[src/rtl/jtagbuf_pkg.sv]
// Shared state encoding and error-counter constants for the JTAG buffer self-test.
package jtagbuf_pkg;

  typedef enum logic [2:0] {
    ST_IDLE   = 3'd0,
    ST_DRIVE  = 3'd1,
    ST_SETTLE = 3'd2,
    ST_SAMPLE = 3'd3,
    ST_DONE   = 3'd4
  } state_e;

  localparam int ERR_W = 8;
  localparam logic [ERR_W-1:0] ERR_SAT = 8'd255;

  function automatic logic [ERR_W-1:0] err_inc(input logic [ERR_W-1:0] cnt);
    logic [ERR_W-1:0] res;
    if (cnt == ERR_SAT) begin
      res = cnt;
    end else begin
      res = cnt + ERR_W'(1);
    end
    return res;
  endfunction

endpackage

[src/rtl/jtagbuf_if.sv]
// Host/target buffer lanes and self-test control/status bundle.
// FAIL_MAP exists only when JTAGBUF_FAILMAP_EN is defined.
interface jtagbuf_if #(parameter int N_CH = 8);
  import jtagbuf_pkg::*;

  localparam int CH_W = $clog2(N_CH);

  logic              TEST_START;
  logic              FT_OE_N;
  logic [N_CH-1:0]   FT_OUT;
  logic [N_CH-1:0]   TGT_OUT;
  logic [N_CH-1:0]   TGT_OE;
  logic [N_CH-1:0]   TGT_IN;
  logic [N_CH-1:0]   FT_IN;
  logic              TEST_BUSY;
  logic              TEST_DONE;
  logic              TEST_PASS;
  logic [CH_W-1:0]   FAIL_CH;
  logic [ERR_W-1:0]  ERR_CNT;

`ifdef JTAGBUF_FAILMAP_EN
  logic [N_CH-1:0]   FAIL_MAP;

  modport slave (
    input  TEST_START, FT_OE_N, FT_OUT, TGT_IN,
    output TGT_OUT, TGT_OE, FT_IN, TEST_BUSY, TEST_DONE, TEST_PASS, FAIL_CH, ERR_CNT, FAIL_MAP
  );
  modport master (
    output TEST_START, FT_OE_N, FT_OUT, TGT_IN,
    input  TGT_OUT, TGT_OE, FT_IN, TEST_BUSY, TEST_DONE, TEST_PASS, FAIL_CH, ERR_CNT, FAIL_MAP
  );
`else
  modport slave (
    input  TEST_START, FT_OE_N, FT_OUT, TGT_IN,
    output TGT_OUT, TGT_OE, FT_IN, TEST_BUSY, TEST_DONE, TEST_PASS, FAIL_CH, ERR_CNT
  );
  modport master (
    output TEST_START, FT_OE_N, FT_OUT, TGT_IN,
    input  TGT_OUT, TGT_OE, FT_IN, TEST_BUSY, TEST_DONE, TEST_PASS, FAIL_CH, ERR_CNT
  );
`endif

endinterface

[src/rtl/jtagbuf_pattern_gen.sv]
// Walking-one / walking-zero test pattern for vector index v (0..2*N_CH-1).
module jtagbuf_pattern_gen #(
  parameter int N_CH = 8,
  parameter int V_W  = $clog2(2 * N_CH)
) (
  input  logic [V_W-1:0]  v,
  output logic [N_CH-1:0] pattern
);

  logic           walk_zero_s;
  logic [V_W-1:0] idx_s;

  // Upper half of the index range selects the inverted (walking-zero) pattern.
  always_comb begin
    walk_zero_s = (v >= V_W'(N_CH));
    if (walk_zero_s) begin
      idx_s = v - V_W'(N_CH);
    end else begin
      idx_s = v;
    end
    for (int i = 0; i < N_CH; i++) begin
      pattern[i] = (idx_s == V_W'(i)) ^ walk_zero_s;
    end
  end

endmodule

[src/rtl/jtag_buffer_selftest.sv]
// JTAG level-shifter buffer with built-in walking-one/zero loopback self-test.
// Define JTAGBUF_FAILMAP_EN to add the accumulated per-channel FAIL_MAP output.
module jtag_buffer_selftest
  import jtagbuf_pkg::*;
#(
  parameter int N_CH   = 8,
  parameter int SETTLE = 4
) (
  input  logic     CLK,
  input  logic     RST,
  jtagbuf_if.slave bus
);

  localparam int CH_W  = $clog2(N_CH);
  localparam int V_W   = $clog2(2 * N_CH);
  localparam int CNT_W = $clog2(SETTLE + 1);

  state_e            state_r, state_n;
  logic [V_W-1:0]    v_r, v_n;
  logic [CNT_W-1:0]  cnt_r, cnt_n;
  logic [ERR_W-1:0]  err_cnt_r, err_cnt_n;
  logic [CH_W-1:0]   fail_ch_r, fail_ch_n;
  logic              busy_r, done_r, pass_r;
  logic              run_s;
  logic [N_CH-1:0]   pattern_s, mismatch_s;
  logic [CH_W-1:0]   low_idx_s;
`ifdef JTAGBUF_FAILMAP_EN
  logic [N_CH-1:0]   fail_map_r, fail_map_n;
`endif

  jtagbuf_pattern_gen #(.N_CH(N_CH), .V_W(V_W)) u_pattern (
    .v       (v_r),
    .pattern (pattern_s)
  );

  assign run_s      = (state_r == ST_DRIVE) || (state_r == ST_SETTLE) || (state_r == ST_SAMPLE);
  assign mismatch_s = bus.TGT_IN ^ pattern_s;

  // Lowest mismatching channel: scan from the top so the lowest hit wins.
  always_comb begin
    low_idx_s = {CH_W{1'b0}};
    for (int i = N_CH - 1; i >= 0; i--) begin
      if (mismatch_s[i]) begin
        low_idx_s = CH_W'(i);
      end else begin
        low_idx_s = low_idx_s;
      end
    end
  end

  // Next-state and result bookkeeping; err_cnt_r == 0 marks "no failing vector yet".
  always_comb begin
    state_n   = state_r;
    v_n       = v_r;
    cnt_n     = cnt_r;
    err_cnt_n = err_cnt_r;
    fail_ch_n = fail_ch_r;
`ifdef JTAGBUF_FAILMAP_EN
    fail_map_n = fail_map_r;
`endif
    case (state_r)
      ST_IDLE, ST_DONE: begin
        if (bus.TEST_START) begin
          state_n   = ST_DRIVE;
          v_n       = {V_W{1'b0}};
          err_cnt_n = {ERR_W{1'b0}};
          fail_ch_n = {CH_W{1'b0}};
`ifdef JTAGBUF_FAILMAP_EN
          fail_map_n = {N_CH{1'b0}};
`endif
        end else begin
          state_n = state_r;
        end
      end
      ST_DRIVE: begin
        state_n = ST_SETTLE;
        cnt_n   = {CNT_W{1'b0}};
      end
      ST_SETTLE: begin
        if (cnt_r == CNT_W'(SETTLE - 1)) begin
          state_n = ST_SAMPLE;
        end else begin
          cnt_n = cnt_r + CNT_W'(1);
        end
      end
      ST_SAMPLE: begin
        if (mismatch_s != {N_CH{1'b0}}) begin
          err_cnt_n = err_inc(err_cnt_r);
`ifdef JTAGBUF_FAILMAP_EN
          fail_map_n = fail_map_r | mismatch_s;
`endif
          if (err_cnt_r == {ERR_W{1'b0}}) begin
            fail_ch_n = low_idx_s;
          end else begin
            fail_ch_n = fail_ch_r;
          end
        end else begin
          err_cnt_n = err_cnt_r;
        end
        if (v_r == V_W'(2 * N_CH - 1)) begin
          state_n = ST_DONE;
        end else begin
          state_n = ST_DRIVE;
          v_n     = v_r + V_W'(1);
        end
      end
      default: begin
        state_n = ST_IDLE;
      end
    endcase
  end

  // State and status registers; RST overrides any simultaneous start.
  always_ff @(posedge CLK) begin
    if (RST) begin
      state_r   <= ST_IDLE;
      v_r       <= {V_W{1'b0}};
      cnt_r     <= {CNT_W{1'b0}};
      err_cnt_r <= {ERR_W{1'b0}};
      fail_ch_r <= {CH_W{1'b0}};
      busy_r    <= 1'b0;
      done_r    <= 1'b0;
      pass_r    <= 1'b0;
`ifdef JTAGBUF_FAILMAP_EN
      fail_map_r <= {N_CH{1'b0}};
`endif
    end else begin
      state_r   <= state_n;
      v_r       <= v_n;
      cnt_r     <= cnt_n;
      err_cnt_r <= err_cnt_n;
      fail_ch_r <= fail_ch_n;
      busy_r    <= (state_n == ST_DRIVE) || (state_n == ST_SETTLE) || (state_n == ST_SAMPLE);
      done_r    <= (state_n == ST_DONE);
      pass_r    <= (state_n == ST_DONE) && (err_cnt_n == {ERR_W{1'b0}});
`ifdef JTAGBUF_FAILMAP_EN
      fail_map_r <= fail_map_n;
`endif
    end
  end

  // Buffer lanes: test pattern during a run, transparent pass-through otherwise.
  always_comb begin
    if (run_s) begin
      bus.TGT_OUT = pattern_s;
      bus.TGT_OE  = {N_CH{1'b1}};
      bus.FT_IN   = {N_CH{1'b0}};
    end else begin
      bus.TGT_OUT = bus.FT_OUT;
      bus.TGT_OE  = {N_CH{~bus.FT_OE_N}};
      bus.FT_IN   = bus.TGT_IN;
    end
  end

  assign bus.TEST_BUSY = busy_r;
  assign bus.TEST_DONE = done_r;
  assign bus.TEST_PASS = pass_r;
  assign bus.FAIL_CH   = fail_ch_r;
  assign bus.ERR_CNT   = err_cnt_r;
`ifdef JTAGBUF_FAILMAP_EN
  assign bus.FAIL_MAP  = fail_map_r;
`endif

endmodule

[src/flat_wrapper.sv]
// flat-port wrapper written by rule: the top's interface ports become plain ports
module jtag_buffer_selftest_flat import jtagbuf_pkg::*;
#(
  parameter int N_CH   = 8,
  parameter int SETTLE = 4
)
  (CLK, RST, bus_TEST_START, bus_FT_OE_N, bus_FT_OUT, bus_TGT_IN, bus_TGT_OUT, bus_TGT_OE, bus_FT_IN, bus_TEST_BUSY, bus_TEST_DONE, bus_TEST_PASS, bus_FAIL_CH, bus_ERR_CNT);
  jtagbuf_if #(.N_CH(N_CH)) bus_i ();
  input  logic CLK;
  input  logic RST;
  input wire logic [$bits(bus_i.TEST_START)-1:0] bus_TEST_START;
  input wire logic [$bits(bus_i.FT_OE_N)-1:0] bus_FT_OE_N;
  input wire logic [$bits(bus_i.FT_OUT)-1:0] bus_FT_OUT;
  input wire logic [$bits(bus_i.TGT_IN)-1:0] bus_TGT_IN;
  output wire logic [$bits(bus_i.TGT_OUT)-1:0] bus_TGT_OUT;
  output wire logic [$bits(bus_i.TGT_OE)-1:0] bus_TGT_OE;
  output wire logic [$bits(bus_i.FT_IN)-1:0] bus_FT_IN;
  output wire logic [$bits(bus_i.TEST_BUSY)-1:0] bus_TEST_BUSY;
  output wire logic [$bits(bus_i.TEST_DONE)-1:0] bus_TEST_DONE;
  output wire logic [$bits(bus_i.TEST_PASS)-1:0] bus_TEST_PASS;
  output wire logic [$bits(bus_i.FAIL_CH)-1:0] bus_FAIL_CH;
  output wire logic [$bits(bus_i.ERR_CNT)-1:0] bus_ERR_CNT;
  assign bus_i.TEST_START = bus_TEST_START;
  assign bus_i.FT_OE_N = bus_FT_OE_N;
  assign bus_i.FT_OUT = bus_FT_OUT;
  assign bus_i.TGT_IN = bus_TGT_IN;
  assign bus_TGT_OUT = bus_i.TGT_OUT;
  assign bus_TGT_OE = bus_i.TGT_OE;
  assign bus_FT_IN = bus_i.FT_IN;
  assign bus_TEST_BUSY = bus_i.TEST_BUSY;
  assign bus_TEST_DONE = bus_i.TEST_DONE;
  assign bus_TEST_PASS = bus_i.TEST_PASS;
  assign bus_FAIL_CH = bus_i.FAIL_CH;
  assign bus_ERR_CNT = bus_i.ERR_CNT;
  jtag_buffer_selftest #(.N_CH(N_CH), .SETTLE(SETTLE)) u_core (.CLK(CLK), .RST(RST), .bus(bus_i));
endmodule
[config.mk]
export PLATFORM = sky130hd
export DESIGN_NAME = jtag_buffer_selftest_flat
export DESIGN_NICKNAME = d
export VERILOG_FILES = /design/src/rtl/jtagbuf_pkg.sv /design/src/rtl/jtagbuf_if.sv /design/src/rtl/jtagbuf_pattern_gen.sv /design/src/rtl/jtag_buffer_selftest.sv /design/src/flat_wrapper.sv
export SDC_FILE = /design/constraint.sdc
export NUM_CORES = 1
export LEC_CHECK = 0
export ABC_AREA = 1
export BUFFER_PORTS_ARGS = -buffer_cell sky130_fd_sc_hd__buf_2
export CORE_AREA = 2 2 60 73
export CTS_CLUSTER_DIAMETER = 50
export DETAILED_ROUTE_END_ITERATION = 8
export DIE_AREA = 0 0 62 75
export GPL_ROUTABILITY_DRIVEN = 1
export PLACE_DENSITY_LB_ADDON = 0.3
export SETUP_SLACK_MARGIN = 0.05
export SLEW_MARGIN = 5
export SYNTH_ARGS = -nofsm -noshare
export SYNTH_HDL_FRONTEND = slang
export SYNTH_HIERARCHICAL = 1
export SYNTH_SLANG_ARGS = --single-unit
[constraint.sdc]
create_clock -name CLK -period 2.85 [get_ports CLK]
set_clock_uncertainty 0.15 [all_clocks]
set_input_delay 0.57 -clock CLK [delete_from_list [all_inputs] [get_ports CLK]]
set_output_delay 0.57 -clock CLK [all_outputs]
set_load 0.05 [all_outputs]
==> impl_metrics.tcl <==
set metrics [dict create \
    synth_warnings 6 \
    first_global_vias 1762 \
    start_kind "register" \
    syn_to_final_growth_pct 15.27 \
    crit_buf_inv 3 \
    post_cts_buffers 0 \
    rows 25 \
    syn_inst 338 \
    ant_nets 0 \
    io_pins 58 \
    hold_path.class "register to register" \
    grt_pass1_wl_um 7086 \
    holdPathStages 2 \
    use_met2 0.3623 \
    reg2reg_depth 15 \
    cts_sinks 24 \
    period_minus_slack_ns 2.511 \
    drv_cap 0 \
    avgRoutedWirePerCell_um 10.15 \
    status "finished clean" \
    antenna_found_initial 0 \
    drt_iter0_markers 74 \
    critical_path_class "register to primary output" \
    grt_use_met1 0.2381 \
    dpl-instance-area_mm2 0.002250 \
    cts-root-buf "clkbuf_8" \
    timing.rr.end "u_core/bus.FAIL_CH[1]$_SDFFE_PP0P_" \
    htree_levels 1 \
    start_util 0.5114 \
    path_depth 7 \
    grt_max_degree 18 \
    hold_viol 0 \
    coreArea_mm2 0.003910 \
    met3_usage 0.01546 \
    r2r-start "u_core/v_r[0]$_SDFFE_PP0P_" \
    ys_ff_latch 24 \
    place_congestion 0.9103 \
    hold_end "u_core/cnt_r[2]$_SDFFE_PP0P_" \
    setup_viol 0 \
    drc 0 \
    clk_pin_slew_ns 0.08 \
    vias 2111 \
    cp_top_family "flip-flops" \
    synth_cell_types 32 \
    final_cell_mix "109 x nand2_1, 57 x buf_2, 42 x inv_1" \
    cts_tree "built" \
    fin_area_mm2 0.002305 \
    setup_slack_ns 0.3391 \
    totalWireLength_um 4446 \
    cts_inserted_buffers 3 \
    reg2reg_slack_ns 0.43 \
    grt_usage 0.1971 \
    drive_gt1_frac 0.2422 \
    rsz0062_at_grt "false" \
    min_from "u_core/cnt_r[2]$_SDFFE_PP0P_" \
    final_common_cell "nand2_1" \
    synth.cell_area_mm2 0.001999 \
    cp_max_fo 11 \
    p_per_area_mw_per_mm2 400.9 \
    synth_nets 363 \
    seq_area_frac_synth 0.2403 \
    cts_hold_repair.buffers 0 \
    period_share 0.8810 \
    die_w_um 62 \
    hpwl_um 3480 \
    final_core_util 0.5894 \
    synthArstFlopShare 0 \
    nets 410 \
    end_kind "primary output" \
    ir_drop_mv 0.3714 \
    slowest_delay_ns 0.67 \
    worstPathArrival_ns 1.79 \
    busiest_layer "met2" \
    leakage_nw 1.219 \
    vias_per_cell 4.820 \
    cp.required_ns 2.13 \
    crit_chain "inv_4 > nor2_4 > nand3_1 > nand2_1 > inv_1 > o21ai_0 > buf_2" \
    die-height_um 75 \
    fin_setup_tns_ns 0 \
    clock_latency_ns 0.27 \
    first_pass_iters 4 \
    antenna_cells 0 \
    dieArea_mm2 0.004650 \
    synth-edff-count 0 \
    cts_buffer_depth 2 \
    cts_resized 0 \
    grt_overflow 0 \
    dpl_worst_slack_ns 0.4198 \
    tightest_slew_ns 0.5473 \
    synth_flop_cell "dfxtp_1" \
    slew_headroom 0.6346 \
    fmax_mhz 398.3 \
    drv_slew 0 \
    io_buffers 57 \
    avgSynthCellArea_um2 5.915 \
    cpMaxStageDelayCell "dfxtp_1" \
    crit_start "u_core/v_r[0]$_SDFFE_PP0P_" \
]
==> how the worst max path moves through the flow <==
stage,end,slack (ns)
2_1_floorplan,bus_TGT_OUT[0],-0.05
3_3_place_gp,u_core/bus.FAIL_CH[1]$_SDFFE_PP0P_,0.48
3_5_place_dp,u_core/bus.FAIL_CH[1]$_SDFFE_PP0P_,0.42
4_1_cts,bus_TGT_OUT[5],0.32
5_1_grt,u_core/bus.FAIL_CH[1]$_SDFFE_PP0P_,0.11
6_report,bus_TGT_OUT[5],0.34
==> cells in the mapped netlist (5+ instances only) <==
| cell | count | area, um2 |
|---|---|---|
| buf_4 | 8 | 60.06 |
| ha_1 | 5 | 62.56 |
| o21ai_0 | 12 | 60.06 |
| nand2_1 | 109 | 409.1 |
| nand4_1 | 5 | 31.28 |
| inv_1 | 42 | 157.7 |
| nor2_2 | 5 | 31.28 |
| nand3_1 | 36 | 180.2 |
| nor2_1 | 31 | 116.4 |
| nor2_4 | 8 | 90.09 |
| dfxtp_1 | 24 | 480.5 |
| a21oi_1 | 17 | 85.08 |
==> through the flow <==
step	power [W]	std cells	hold slack [ns]
floorplan	0.0006424	338	0.2825
global placement	0.0006979	434	0.2997
detailed placement	0.0006995	434	0.3069
CTS	0.0009338	438	0.3196
global route	0.0009709	438	0.3362
finish	0.0009239	438	0.3132
==> worst reg2reg max path, cell delays in order (launching register included) <==
cell and delay, ns:
dfxtp_1 0.67, nand2_2 0.11, o21ai_1 0.14, nand2_1 0.08, inv_1 0.07, nand2_1 0.05, nand2_1 0.07, nand2_1 0.10
nor2_2 0.23, nand2_2 0.13, nand4_1 0.09, nand2_1 0.08, nand2_1 0.12, nor2_1 0.05, a21oi_1 0.11, nor2_1 0.05
==> flip-flops by register name, summed over array words and instances (netlist names) <==
| name | flops |
|---|---|
| u_core/bus.ERR_CNT | 8 |
| u_core/bus.FAIL_CH | 3 |
| u_core/bus.TEST_BUSY | 1 |
| u_core/bus.TEST_DONE | 1 |
| u_core/bus.TEST_PASS | 1 |
| u_core/cnt_r | 3 |
| u_core/state_r | 3 |
| u_core/v_r | 4 |
==> final cells by class <==
cell class / count / area, um2
repair buffers: 58 / 292.8
flip-flops and latches: 24 / 480.5
multi-input cells: 246 / 1199
clock buffers: 4 / 55.05
well taps: 54 / 67.56
inverters: 52 / 210.2
fillers: 391 / 1605
==> metal layers <==
| layer | share of wire | wire [um] |
|---|---|---|
| met4 | 0.011 | 48 |
| met1 | 0.44 | 1975 |
| met3 | 0.058 | 260 |
| met5 | 0 | 0 |
| met2 | 0.49 | 2162 |
==> power by group <==
group | switching, W | internal [W] | leakage, nW
combinational | 0.000254 | 0.0000796 | 0.996
clock | 0.000110 | 0.000123 | 0.0288
sequential | 0.0000138 | 0.000343 | 0.194
==> cells by family (layout without fill, tap and decap cells) <==
| family | Yosys count | after routing | synth area share |
|---|---|---|---|
| DFF | 24 | 24 | 0.2403 |
| buffers and inverters | 68 | 114 | 0.1602 |
| AOI/OAI and AO/OA | 38 | 38 | 0.1026 |
| adders and majority gates | 5 | 5 | 0.03129 |
| and+or+nand+nor | 203 | 203 | 0.4656 |
Note: power is estimated with default switching activity, not from simulation.
